$ cat config.mk
export PLATFORM = sky130hd
export DESIGN_NAME = find_star
export DESIGN_NICKNAME = d
export VERILOG_FILES = /design/src/rtl/star_pkg.sv /design/src/rtl/bbox_pad_clamp.sv /design/src/rtl/find_star.sv
export SDC_FILE = /design/constraint.sdc
export NUM_CORES = 1
export LEC_CHECK = 0
export BUFFER_PORTS_ARGS = -buffer_cell sky130_fd_sc_hd__buf_4
export CAP_MARGIN = 30
export CORE_ASPECT_RATIO = 0.5
export CORE_UTILIZATION = 25
export CTS_BUF_LIST = sky130_fd_sc_hd__clkbuf_8 sky130_fd_sc_hd__clkbuf_16
export CTS_CLUSTER_SIZE = 8
export DETAILED_ROUTE_END_ITERATION = 7
export PLACE_DENSITY = 0.5
export SLEW_MARGIN = 30
export SYNTH_ARGS = -nofsm -noshare
export SYNTH_HDL_FRONTEND = slang
export SYNTH_SLANG_ARGS = --single-unit
export TNS_END_PERCENT = 10
$ cat constraint.sdc
create_clock -name clk -period 2.91 [get_ports clk]
set_input_delay 0.4365 -clock clk [delete_from_list [all_inputs] [get_ports clk]]
set_output_delay 0.4365 -clock clk [all_outputs]
set_load 0.01 [all_outputs]
$ cat src/rtl/star_pkg.sv
// Shared constants and state encoding for the star finding/cleaning pipeline.
// Used by find_star and by the downstream clean_star stage.
package star_pkg;

  localparam int xSz   = 8;
  localparam int ySz   = 7;
  localparam int colSz = 3;
  localparam int cntSz = 8;
  localparam int XMAX  = 159;
  localparam int YMAX  = 119;
  localparam int PAD   = 2;

  localparam logic [colSz-1:0] BLACK       = '0;
  localparam logic [colSz-1:0] BRIGHT_MASK = 3'b111;

  typedef enum logic [3:0] {
    IDLE       = 4'd0,
    SCAN_RD    = 4'd1,
    SCAN_CHK   = 4'd2,
    RUNX_RD    = 4'd3,
    RUNX_CHK   = 4'd4,
    MEASX      = 4'd5,
    RUNY_RD    = 4'd6,
    RUNY_CHK   = 4'd7,
    PADBOX     = 4'd8,
    CLEAN_REQ  = 4'd9,
    CLEAN_WAIT = 4'd10,
    DONE       = 4'd11
  } state_t;

endpackage

$ cat src/rtl/bbox_pad_clamp.sv
// Combinational pad-and-clamp of a measured star box to the frame limits.
// Right/bottom sums are formed one bit wider so the clamp sees any overflow.
module bbox_pad_clamp #(
  parameter int PAD  = 2,
  parameter int XMAX = 159,
  parameter int YMAX = 119,
  parameter int XW   = 8,
  parameter int YW   = 7
) (
  input  logic [XW-1:0] xs_i,
  input  logic [XW-1:0] xr_i,
  input  logic [YW-1:0] ys_i,
  input  logic [YW-1:0] yb_i,
  output logic [XW-1:0] x_left_o,
  output logic [XW-1:0] x_right_o,
  output logic [YW-1:0] y_top_o,
  output logic [YW-1:0] y_bottom_o
);

  localparam logic [XW:0] PAD_X  = PAD[XW:0];
  localparam logic [YW:0] PAD_Y  = PAD[YW:0];
  localparam logic [XW:0] XMAX_X = XMAX[XW:0];
  localparam logic [YW:0] YMAX_Y = YMAX[YW:0];

  logic [XW:0] xr_pad;
  logic [YW:0] yb_pad;

  always_comb begin
    xr_pad     = {1'b0, xr_i} + PAD_X;
    yb_pad     = {1'b0, yb_i} + PAD_Y;
    x_left_o   = (xs_i >= PAD_X[XW-1:0]) ? xs_i - PAD_X[XW-1:0] : '0;
    y_top_o    = (ys_i >= PAD_Y[YW-1:0]) ? ys_i - PAD_Y[YW-1:0] : '0;
    x_right_o  = (xr_pad > XMAX_X) ? XMAX_X[XW-1:0] : xr_pad[XW-1:0];
    y_bottom_o = (yb_pad > YMAX_Y) ? YMAX_Y[YW-1:0] : yb_pad[YW-1:0];
  end

endmodule

$ cat src/rtl/find_star.sv
// Raster-scans the frame for bright pixels, measures a box around each star,
// hands the padded box to clean_star and resumes after the clean completes.
module find_star
  import star_pkg::*;
#(
  parameter int FRAME_XMAX = XMAX,
  parameter int FRAME_YMAX = YMAX,
  parameter int BOX_PAD    = PAD
) (
  input  logic             clk,
  input  logic             reset,
  input  logic             goFind,
  input  logic [colSz-1:0] pixIn,
  output logic [xSz-1:0]   rdX,
  output logic [ySz-1:0]   rdY,
  output logic [xSz-1:0]   xLeft,
  output logic [xSz-1:0]   xRight,
  output logic [ySz-1:0]   yTop,
  output logic [ySz-1:0]   yBottom,
  output logic             goClean,
  input  logic             doneClean,
  output logic [cntSz-1:0] starCount,
  output logic             busy,
  output logic             doneFind,
  output state_t           dbgState
);

  localparam logic [xSz-1:0] XM = FRAME_XMAX[xSz-1:0];
  localparam logic [ySz-1:0] YM = FRAME_YMAX[ySz-1:0];

  state_t state_q, state_d;
  // px/py is the single probe address: scan position or run position.
  logic [xSz-1:0]   px_q, px_d, xs_q, xs_d, xr_q, xr_d;
  logic [ySz-1:0]   py_q, py_d, ys_q, ys_d, yb_q, yb_d;
  logic [xSz-1:0]   xl_q, xl_d, xrb_q, xrb_d;
  logic [ySz-1:0]   yt_q, yt_d, ybb_q, ybb_d;
  logic [cntSz-1:0] cnt_q, cnt_d;
  logic             go_clean_q, go_clean_d, done_find_q, done_find_d, busy_q, busy_d;

  logic             bright;
  logic [xSz:0]     xc_sum;
  logic [xSz-1:0]   pad_xl, pad_xr;
  logic [ySz-1:0]   pad_yt, pad_yb;

  bbox_pad_clamp #(
    .PAD (BOX_PAD),
    .XMAX(FRAME_XMAX),
    .YMAX(FRAME_YMAX),
    .XW  (xSz),
    .YW  (ySz)
  ) u_pad (
    .xs_i      (xs_q),
    .xr_i      (xr_q),
    .ys_i      (ys_q),
    .yb_i      (yb_q),
    .x_left_o  (pad_xl),
    .x_right_o (pad_xr),
    .y_top_o   (pad_yt),
    .y_bottom_o(pad_yb)
  );

  assign bright = (pixIn & BRIGHT_MASK) != BLACK;
  assign xc_sum = {1'b0, xs_q} + {1'b0, xr_q};

  always_comb begin
    state_d = state_q;
    px_d    = px_q;
    py_d    = py_q;
    xs_d    = xs_q;
    ys_d    = ys_q;
    xr_d    = xr_q;
    yb_d    = yb_q;
    xl_d    = xl_q;
    xrb_d   = xrb_q;
    yt_d    = yt_q;
    ybb_d   = ybb_q;
    cnt_d   = cnt_q;
    case (state_q)
      IDLE: begin
        if (goFind) begin
          state_d = SCAN_RD;
          px_d    = '0;
          py_d    = '0;
          cnt_d   = '0;
        end
      end
      SCAN_RD: state_d = SCAN_CHK;
      SCAN_CHK: begin
        if (bright) begin
          xs_d = px_q;
          ys_d = py_q;
          px_d = px_q + 1'b1;
          if (px_q == XM) begin
            xr_d    = XM;
            state_d = MEASX;
          end else begin
            state_d = RUNX_RD;
          end
        end else if (px_q == XM && py_q == YM) begin
          state_d = DONE;
        end else begin
          state_d = SCAN_RD;
          if (px_q == XM) begin
            px_d = '0;
            py_d = py_q + 1'b1;
          end else begin
            px_d = px_q + 1'b1;
          end
        end
      end
      RUNX_RD: state_d = RUNX_CHK;
      RUNX_CHK: begin
        if (!bright) begin
          xr_d    = px_q - 1'b1;
          state_d = MEASX;
        end else if (px_q == XM) begin
          xr_d    = XM;
          state_d = MEASX;
        end else begin
          px_d    = px_q + 1'b1;
          state_d = RUNX_RD;
        end
      end
      MEASX: begin
        // A seed on the last row has no column to walk; its box is one row tall.
        if (ys_q == YM) begin
          yb_d    = ys_q;
          state_d = PADBOX;
        end else begin
          px_d    = xSz'(xc_sum >> 1);
          py_d    = ys_q + 1'b1;
          state_d = RUNY_RD;
        end
      end
      RUNY_RD: state_d = RUNY_CHK;
      RUNY_CHK: begin
        if (!bright) begin
          yb_d    = py_q - 1'b1;
          state_d = PADBOX;
        end else if (py_q == YM) begin
          yb_d    = YM;
          state_d = PADBOX;
        end else begin
          py_d    = py_q + 1'b1;
          state_d = RUNY_RD;
        end
      end
      PADBOX: begin
        xl_d    = pad_xl;
        xrb_d   = pad_xr;
        yt_d    = pad_yt;
        ybb_d   = pad_yb;
        cnt_d   = (cnt_q == '1) ? cnt_q : cnt_q + 1'b1;
        state_d = CLEAN_REQ;
      end
      CLEAN_REQ: state_d = CLEAN_WAIT;
      CLEAN_WAIT: begin
        if (doneClean) begin
          if (xs_q == XM && ys_q == YM) begin
            state_d = DONE;
          end else begin
            state_d = SCAN_RD;
            if (xs_q == XM) begin
              px_d = '0;
              py_d = ys_q + 1'b1;
            end else begin
              px_d = xs_q + 1'b1;
              py_d = ys_q;
            end
          end
        end
      end
      DONE:    state_d = IDLE;
      default: state_d = IDLE;
    endcase
    go_clean_d  = (state_d == CLEAN_REQ);
    done_find_d = (state_d == DONE);
    busy_d      = (state_d != IDLE);
  end

  always_ff @(posedge clk) begin
    if (reset) begin
      state_q     <= IDLE;
      px_q        <= '0;
      py_q        <= '0;
      xs_q        <= '0;
      ys_q        <= '0;
      xr_q        <= '0;
      yb_q        <= '0;
      xl_q        <= '0;
      xrb_q       <= '0;
      yt_q        <= '0;
      ybb_q       <= '0;
      cnt_q       <= '0;
      go_clean_q  <= 1'b0;
      done_find_q <= 1'b0;
      busy_q      <= 1'b0;
    end else begin
      state_q     <= state_d;
      px_q        <= px_d;
      py_q        <= py_d;
      xs_q        <= xs_d;
      ys_q        <= ys_d;
      xr_q        <= xr_d;
      yb_q        <= yb_d;
      xl_q        <= xl_d;
      xrb_q       <= xrb_d;
      yt_q        <= yt_d;
      ybb_q       <= ybb_d;
      cnt_q       <= cnt_d;
      go_clean_q  <= go_clean_d;
      done_find_q <= done_find_d;
      busy_q      <= busy_d;
    end
  end

  assign rdX       = px_q;
  assign rdY       = py_q;
  assign xLeft     = xl_q;
  assign xRight    = xrb_q;
  assign yTop      = yt_q;
  assign yBottom   = ybb_q;
  assign goClean   = go_clean_q;
  assign doneFind  = done_find_q;
  assign busy      = busy_q;
  assign starCount = cnt_q;
  assign dbgState  = state_q;

endmodule

==> results.md, run 1 <==
* Diodes inserted at 0
* 1st-iter DRT viols at 593
* Routed len/inst at 17.3 um
* Fin. Hold Viols at 0
* Unrepaired setup endpoints after global routing: no
* Worst Slack Setup Final at around 0.49 ns
* Slowest-stage cell, CP: dfxtp_1
* EDFF count, synth at 0
* H-Tree Depth at 3
* DIE WIDTH at 210 um
* Prevailing post-synth register cell: dfxtp_1
* Actual slew at the worst max-slew pin at 0.705 ns
* # fillers at 2240
* Worst setup SP type: flop
* Multi-input gate area at 3290 um^2
* Seq pwr share at about half
* P&R area growth vs syn at 19.8%
* Post-CTS resize count at 0
* Final nets at 755
* Pre-CTS WS at 0.480 ns
* Vias in the first global route at 4625
* Sw Ratio at between 20% and 30%
* Die area at 22200 um^2
* Syn avg cell area at between 8 and 9 um^2
* Most frequent cells in the layout: dfxtp_1, buf_4, nand2_1
* CTS tree: yes
* CTS Buffer Depth at 2
* Setup crit end kind: flop
* All-Layer GR Usage at between 10% and 20%
* VDD IR max at 284 uV
* Leak at 0.00244 uW
* Commonest non-fill, non-tap cell in the layout: dfxtp_1
* Finished Cell Area at 6460 um^2
* P_int at 1890 uW
* Clock skew at ~0.012 ns
* Vias per inst at 5.07
* Register area share after synthesis at 33.4%
* Max layer used: met4
* Crit Path Class: flop to flop
* Pwr/cell area at 399 nW/um^2
* Switching power of the nets at about 680 uW
* Ys async rst share at 0%
* Final Setup Violations at 0
* Slew Limit Fails at 0
* Vias at 5077
* Io pins at 67
* Routed wl met3 at between 1000 and 1500 um
* Synthesized Nets at 694
* Fin crit share at 83.3%
* Run status: finished clean
* Routability cong. at 0.886
* Post-Route WL at 17300 um
* Num rows at 37
* Met1 wire length at just over 9000 um
* Crit path max-delay family: simple AND/OR/NAND/NOR gates
* Detailed Routing Iterations Pass 1 at 5
* CORE AREA at roughly 21000 um^2
* Crit path required time at 3.15 ns
* CTS Root Cell: clkbuf_16
* Setup TNS at 0 ns
* Largest net degree at the start of global routing at 45
* First-pass GRT wire length at 27200 um
* CP Max Fanout at 7
* Post-CTS setup repair buffer count at 0
* Met2 routed wirelength at approximately 7000 um
* CTS Sinks at 90
* CP peak stage delay at around 0.44 ns
* Warnings, synthesis at 0
* Placed inst area at 6200 um^2
* Mapped Area at 5390 um^2
* Fin util at 31.0%
* Clock share of power at 41.8%
* Cts bufs inserted at 9
* Worst Path Buf+Inv at 0
* Clock slew at reported path FFs at roughly 0.070 ns
* Cells along the critical path: ha_1 > nand4b_1 > nor2_1 > o32ai_2 > nand3b_2 > or4_1 > a21o_1
* Cts hold-fix bufs at 0
* Overflow after GRT at 0
* Fmax at just over 400 MHz
* Die Ht at 106 um
* Share of layout cells above drive strength 1 at 17.2%
* Comb power frac at a little under a tenth
* Input/output buffers at between 60 and 70
* ANT nets after route at 0
* Mapped Cells at approximately 660
* Max-slew headroom at 52.4%
* HP Class: flop to flop
* Synth Register Bits at 90
* FF/Latch Area at 1800 um^2
* Worst-skew pair later-pin latency at roughly 0.35 ns
* Post-synth cell types at 75
* Remaining DRCs at 0
* Final min period at 2.42 ns
* Initial antenna violation count at 0
* Max-cap violations at 0
* HPWL after detailed placement at 13200 um
* Initial Util at 25.9%
* CP Data Arrival Time at roughly 2.7 ns
## registers in the layout, indices dropped and copies added (netlist names)
signal,cells
xLeft,8
busy,1
doneFind,1
rdX,8
yTop,7
xr_q,8
starCount,8
goClean,1
xRight,8
dbgState,4
yb_q,7
ys_q,7
yBottom,7
rdY,7
xs_q,8
## cells by family after synthesis
family                     Yosys count  share of synthesized area (%)
AOI/OAI and AO/OA                  174                           22.4
adders and majority gates           24                           5.71
buffers and inverters               66                           5.71
and+or+nand+nor                    259                           24.6
xor gates and xnor gates            47                           7.63
DFF                                 90                           33.4
muxes                                3                          0.557
## per-stage QoR
stage	power, uW	hold WS (ns)	cells
after floorplan	1460	0.427	663
after global placement	1520	0.478	986
after detailed placement	1530	0.493	986
after CTS	2610	0.505	1001
after global routing	2700	0.529	1001
final	2580	0.505	1001
## cell usage after synthesis (all sizes together) (8+ instances only)
cell type	n	share of area [%]
clkbuf	19	1.3
a21oi	45	4.2
a221oi	8	1.3
a22oi	19	2.6
nor3	17	1.7
o22ai	10	1.4
dfxtp	90	33
nand3	33	3.2
a211oi	20	2.8
nor2	72	5.1
ha	23	5.3
buf	18	2.3
and3	9	1.0
nand2	72	5.0
o21ai	28	2.6
inv	29	2.0
xor2	27	4.4
xnor2	20	3.2
## power groups by stage
stage          clock network, uW  logic (uW)  registers [uW]
2_1_floorplan                  0         174            1280
3_3_place_gp                   0         232            1290
3_5_place_dp                   0         232            1290
4_1_cts                     1120         233            1270
5_1_grt                     1170         257            1270
6_report                    1080         235            1270
## tightest hold or removal path, delay by kind of cell (launching register included)
kind             cells  cell delay [ns]
AO/OA/AOI/OAI        1             0.05
flip-flops           1             0.31
AND/OR/NAND/NOR      1             0.10
## path summary, 6_finish.rpt
kind              startpoint         end  slack (ns)  cells past startpoint
setup / recovery     ys_q[1]        busy        0.49                      7
hold / removal    yBottom[5]  yBottom[5]        0.50                      2
setup reg to reg     ys_q[1]        busy        0.49                      7
hold reg to reg   yBottom[5]  yBottom[5]        0.50                      2
## metal layers
metal  global-route usage, %  up-vias
li1                        -     2506
met1                    24.8     2396
met2                    21.6      159
met3                    2.95       16
met4                    4.17        0
met5                       0        -
## cell type report
class,count,area share [%]
timing repair buffer,87,10.1
clock inverter,6,0.562
tap,273,5.29
sequential,90,27.9
inverter,29,1.69
clock buffer,9,3.49
multi-input combinational,507,51.0
(Power assumes the default switching activity.)
==> run 2: changes to the inputs <==
--- a/config.mk
+++ b/config.mk
@@ -5,6 +5,7 @@
 export SDC_FILE = /design/constraint.sdc
 export NUM_CORES = 1
 export LEC_CHECK = 0
+export ABC_AREA = 1
 export BUFFER_PORTS_ARGS = -buffer_cell sky130_fd_sc_hd__buf_4
 export CAP_MARGIN = 30
 export CORE_ASPECT_RATIO = 0.5
@@ -12,7 +13,7 @@
 export CTS_BUF_LIST = sky130_fd_sc_hd__clkbuf_8 sky130_fd_sc_hd__clkbuf_16
 export CTS_CLUSTER_SIZE = 8
 export DETAILED_ROUTE_END_ITERATION = 7
-export PLACE_DENSITY = 0.5
+export PLACE_DENSITY = 0.51
 export SLEW_MARGIN = 30
 export SYNTH_ARGS = -nofsm -noshare
 export SYNTH_HDL_FRONTEND = slang
==> constraint.sdc (replaced) <==
create_clock -name clk -period 1.9 [get_ports clk]
set_input_delay 0.285 -clock clk [delete_from_list [all_inputs] [get_ports clk]]
set_output_delay 0.285 -clock clk [all_outputs]
set_load 0.01 [all_outputs]
==> run 2 against run 1 <==
Against the previous run: area after synthesis rose by 6.5%; largest power group unchanged; clock power up 87%; sequential power up 64%; count of clock-buffer cells in the layout unchanged; first-iteration DRC count decreased by 37%; critical path depth unchanged; total power is 120% higher; via count increased by 20%; utilization grew 2.1 points; global-route usage is 0.24 points lower.
==> results.md, run 2 <==
* Seq pwr share at between 30% and 40%
* Run status: finished clean
* Final min period at 1.77 ns
* Mapped Cells at 901
* Ys async rst share at 0%
* Setup crit end kind: flop
* Die Ht at 109 um
* Sw Ratio at 33.9%
* HP Class: input port to flop
* Fin crit share at 93.2%
* Cts hold-fix bufs at 0
* P_int at between 3000 and 4000 uW
* Initial Util at 26.0%
* Routability cong. at 0.956
* Final nets at roughly 1.0k
* Overflow after GRT at 0
* Slew Limit Fails at 0
* Remaining DRCs at 0
* Fmax at 565 MHz
* DIE WIDTH at approximately 220 um
* Placed inst area at 6910 um^2
* Vias in the first global route at ~5.7k
* Io pins at 67
* Comb power frac at between 20% and 30%
* Max-slew headroom at between 70% and 80%
* Vias at 6094
* Clock slew at reported path FFs at approximately 0.08 ns
* CORE AREA at 22100 um^2
* Synth Register Bits at 90
* CTS Buffer Depth at 2
* Diodes inserted at 0
* Vias per inst at 4.63
* Cts bufs inserted at 9
* Non-filler cells, final at 1315
* VDD IR max at 396 uV
* P&R area growth vs syn at 27.6%
* Max-cap violations at 0
* EDFF count, synth at 0
* Share of layout cells above drive strength 1 at roughly a fifth
* Clock skew at approximately 0.011 ns
* First-pass GRT wire length at 29400 um
* Syn avg cell area at 6.38 um^2
* Finished Cell Area at ~7300 um^2
* Placed Cells at roughly 1.3k
* CP Max Fanout at 9
* Warnings, synthesis at 0
* Pre-CTS WS at -0.00544 ns
* Fin util at 33.2%
* Count leader, synth: nand2_1
* Worst setup SP type: flop
* ANT nets after route at 0
* Worst Slack Setup Final at between 0.1 and 0.15 ns
* Top cell type by total area after synthesis: dfxtp_1
* Worst-skew pair later-pin latency at 0.35 ns
* Synthesized Nets at 932
* Register area share after synthesis at 31.4%
* Routed len/inst at 13.8 um
* Largest net degree at the start of global routing at 32
* Area contributors post-synth: dfxtp_1, nand2_1, nand3_1
* Prevailing post-synth register cell: dfxtp_1
* Commonest non-fill, non-tap cell in the layout: nand2_1
* Mapped Area at 5750 um^2
* Input/output buffers at 66
* Post-Route WL at 18200 um
* Worst reg-to-reg setup slack at 0.13 ns
* Actual slew at the worst max-slew pin at 0.344 ns
* Switching power of the nets at approximately 1900 uW
* 1st-iter DRT viols at 372
* CTS Sinks at 90
* HPWL after detailed placement at 14200 um
* Detailed Routing Iterations Pass 1 at 5
* Crit Path Class: flop to flop
* CTS tree: yes
* H-Tree Depth at 3
* Num rows at 38
* CTS Root Cell: clkbuf_16
* Crit path required time at 2.18 ns
* Initial antenna violation count at 0
* Pwr/cell area at 765 nW/um^2
* CP Data Arrival Time at 2.05 ns
* Fin. Hold Viols at 0
* Die area at 23600 um^2
* Post-synth top cells: nand2_1, inv_1, nor2_1
* Final Setup Violations at 0
* Leak at 0.00343 uW
* All-Layer GR Usage at 15.7%
* Clock share of power at 36.1%
* Post-synth cell types at 36
* Yosys top cell area share at a little under a third
* Most frequent cells in the layout: nand2_1, buf_4, inv_1
## run 2: changes by cell type in the layout (fill, tap and decap cells not counted), sizes merged, moves of 16 or more
cell / before / now
nand2: 72 / 240
inv: 32 / 118
nand3: 33 / 82
buf: 87 / 125
nor2: 72 / 106
o21ai: 28 / 60
a21oi: 45 / 75
a211oi: 20 / 1
a22oi: 19 / 3
## run 2: area by class of cell
class,count,area [um^2]
clock inverters,7,101
clock buffers,9,225
flip-flops and latches,90,1810
well taps,300,375
multi-input cells,669,3430
repair buffers,125,951
fillers,2419,14800
inverters,115,432
## run 2: worst max-delay path, cell delays in order (launching register included)
cell     delay, ns
dfxtp_1       0.43
nand2_2       0.15
nor2_4        0.29
nand3_1       0.25
o21a_1        0.28
nand3_1       0.12
nand2_1       0.08
nand3_1       0.10
## run 2: path summary, 6_finish.rpt
check,startpoint,to,cells past startpoint
worst max-delay path,dbgState[3],busy,7
worst min-delay path,reset,yTop[6],2
worst max register to register,dbgState[3],busy,7
worst min register to register,xLeft[6],xLeft[6],2
## run 2: repair_timing
action,in CTS,in global routing
endpoints found under the setup margin,6,32
resized for setup,2,24
pin swaps,0,4
buffers inserted,0,3
## run 2: per-layer routing
layer | wire [um] | track usage, % | vias up
met2 | 8300 | 26.1 | 109
met1 | 8990 | 21.3 | 2828
li1 | - | - | 3136
met3 | 624 | 2.23 | 21
met4 | 260 | 3.87 | 0
met5 | 0 | 0 | -
## run 2: cells by family after synthesis
group	after synthesis	share of synthesized area (%)
AND/OR/NAND/NOR	461	34.7
adder cells (fa/ha/maj)	24	5.36
AO/OA/AOI/OAI	154	14.2
flip-flops	90	31.4
XOR/XNOR	30	4.57
buffers and inverters	142	9.80
## run 2: per-stage QoR
stage	power, uW	TNS, ns	hold WS, ns
finish	5610	0	0.160
detailed placement	3590	-0.00934	0.460
CTS	5640	0	0.154
global placement	3590	0	0.455
floorplan	3070	0	0.430
global route	5940	-0.0620	0.178
## run 2: power groups by stage
stage / clock [uW] / combinational (uW) / sequential, uW
after global placement: 0 / 1480 / 2120
after global routing: 2150 / 1700 / 2100
after floorplan: 0 / 937 / 2140
final: 2020 / 1500 / 2080
after CTS: 2080 / 1480 / 2080
after detailed placement: 0 / 1470 / 2120
==> run 3: changes to the inputs <==
--- a/config.mk
+++ b/config.mk
@@ -13,7 +13,7 @@
 export CTS_BUF_LIST = sky130_fd_sc_hd__clkbuf_8 sky130_fd_sc_hd__clkbuf_16
 export CTS_CLUSTER_SIZE = 8
 export DETAILED_ROUTE_END_ITERATION = 7
-export PLACE_DENSITY = 0.51
+export PLACE_DENSITY_LB_ADDON = 0.15
 export SLEW_MARGIN = 30
 export SYNTH_ARGS = -nofsm -noshare
 export SYNTH_HDL_FRONTEND = slang
==> run 3 against run 2 <==
Against the previous run: non-clock buffer count grew 9; highest routed layer unchanged; sequential share of layout area decreased by 0.25 points; count of clock-buffer cells in the layout increased by 1; clock skew is 0.0014 ns lower; worst hold slack improved by 0.10 ns; utilization is 0.36 points higher; routed wire length up 6.6%; setup slack hardly changed; sequential power about the same; first-iteration DRC count down 19%; global-route usage increased by 1.1 points.
==> results.md, run 3 (synthesis gave the netlist of run 2 again) <==
* CORE AREA at 22100 um^2
* Non-filler cells, final at about 1.3k
* Comb power frac at 27.0%
* CP Max Fanout at 6
* Slowest-stage cell, CP: dfxtp_2
* DIE WIDTH at ~220 um
* Clock slew at reported path FFs at 0.07 ns
* FF-to-FF End: rdY[5]
* P_int at 3720 uW
* Input/output buffers at 66
* Unrepaired setup endpoints after global routing: yes
* Worst setup SP type: flop
* Hold Crit Start: reset
* Initial Util at 26.0%
* Setup crit end kind: flop
* Io pins at 67
* Share of layout cells above drive strength 1 at approximately a fifth
* Max-cap violations at 0
* Vias at 6118
* Setup TNS at 0 ns
* Run status: finished clean
* CTS tree: yes
* Num rows at 38
* Vias in the first global route at 5784
* Cells along the critical path: ha_1 > nand2_2 > inv_1 > nand2_2 > nor2_4 > buf_4 > nor2_4 > buf_6 > nand2_1 > nand3_1 > nand3_1 > a21oi_1
* Switching power of the nets at 1870 uW
* Crit Path Class: flop to flop
* ANT nets after route at 0
* Die area at 23600 um^2
* Actual slew at the worst max-slew pin at 0.397 ns
* Pwr/cell area at between 700 and 800 nW/um^2
* Final nets at 1050
* Overflow after GRT at 0
* Hold Path Stages at 2
* First-pass GRT wire length at slightly above 30000 um
* All-Layer GR Usage at 16.7%
* Die Ht at roughly 110 um
* Fin crit share at 93.2%
* CTS Root Cell: clkbuf_16
* Clock share of power at between 30% and 40%
* Final Setup Violations at 0
* Slew Limit Fails at 0
* Leak at 0.00347 uW
* CP Data Arrival Time at 2.05 ns
* Crit path max-delay family: simple AND/OR/NAND/NOR gates
* Clock skew at 0.00913 ns
* Pre-CTS WS at -0.0771 ns
* Detailed Routing Iterations Pass 1 at 6
* CP peak stage delay at 0.35 ns
* Worst reg-to-reg setup slack at 0.13 ns
* Most frequent cells in the layout: nand2_1, buf_4, inv_1
* CTS Buffer Depth at 2
* Seq pwr share at 37.6%
* Placed Cells at around 1.3k
* VDD IR max at 334 uV
* Hold EP: goClean
* Commonest non-fill, non-tap cell in the layout: nand2_1
* Diodes inserted at 0
* Cts bufs inserted at 9
* Worst Slack Setup Final at 0.128 ns
* Placed inst area at 6960 um^2
* Worst Path Buf+Inv at 3
* Crit path required time at about 2.2 ns
* Cell depth of the worst setup path at 12
* Fin util at 33.5%
* Finished Cell Area at 7410 um^2
* P&R area growth vs syn at 28.9%
* H-Tree Depth at 3
* Vias per inst at 4.62
* HP Class: input port to flop
* CTS Sinks at 90
* Routed len/inst at 14.6 um
* Routability cong. at 0.912
* Initial antenna violation count at 0
* Fmax at 564 MHz
* Post-Route WL at 19400 um
* FF-to-FF path depth at 12
* Max-slew headroom at 73.3%
* Worst r2r src: xs_q[0]
* Final min period at 1.77 ns
* Sw Ratio at between 30 and 40%
* Worst-skew pair later-pin latency at 0.35 ns
* HPWL after detailed placement at 15200 um
* Remaining DRCs at 0
* Fin. Hold Viols at 0
* Largest net degree at the start of global routing at 27
* 1st-iter DRT viols at 300
run 3: worst max-delay path by stage:
stage	start	to	slack, ns
after floorplan	rdX[1]	rdY[0]	0.22
after global routing	xs_q[0]	rdY[2]	-0.03
final	xs_q[0]	rdY[5]	0.13
after CTS	dbgState[0]	rdY[5]	0.02
after detailed placement	xs_q[1]	rdY[5]	-0.08
after global placement	xs_q[1]	rdY[4]	-0.1
run 3: final cells by class:
cell class | instances | area (um^2)
Clock inverter | 5 | 80.1
Fill cell | 2458 | 14700
Sequential cell | 90 | 1810
Inverter | 115 | 432
Multi-Input combinational cell | 669 | 3450
Clock buffer | 10 | 239
Timing Repair Buffer | 134 | 1020
Tap cell | 300 | 375
run 3: per-layer routing:
| metal | wire length (um) | track usage, % | up-vias |
|---|---|---|---|
| li1 | - | - | 3139 |
| met1 | 9610 | 22.4 | 2865 |
| met2 | 8750 | 27.5 | 98 |
| met3 | 878 | 3.63 | 16 |
| met4 | 135 | 3.87 | 0 |
| met5 | 0 | 0 | - |
run 3: repair_timing:
item / 4_1_cts / 5_1_grt
gates resized for setup: 3 / 32
pin swaps: 0 / 5
hold buffers: 0 / 0
setup endpoints to repair: 15 / 31
buffers inserted: 0 / 7
run 3: power groups by stage:
stage | Sequential (uW) | Clock, uW | Combinational [uW]
3_3_place_gp | 2140 | 0 | 1510
3_5_place_dp | 2130 | 0 | 1500
2_1_floorplan | 2140 | 0 | 937
5_1_grt | 2110 | 2110 | 1700
4_1_cts | 2090 | 2030 | 1510
6_report | 2100 | 1980 | 1510
run 3: stage by stage:
step / power [uW] / hold slack (ns)
finish: 5590 / 0.263
global route: 5920 / 0.272
CTS: 5630 / 0.261
detailed placement: 3640 / 0.458
global placement: 3640 / 0.454
floorplan: 3070 / 0.430
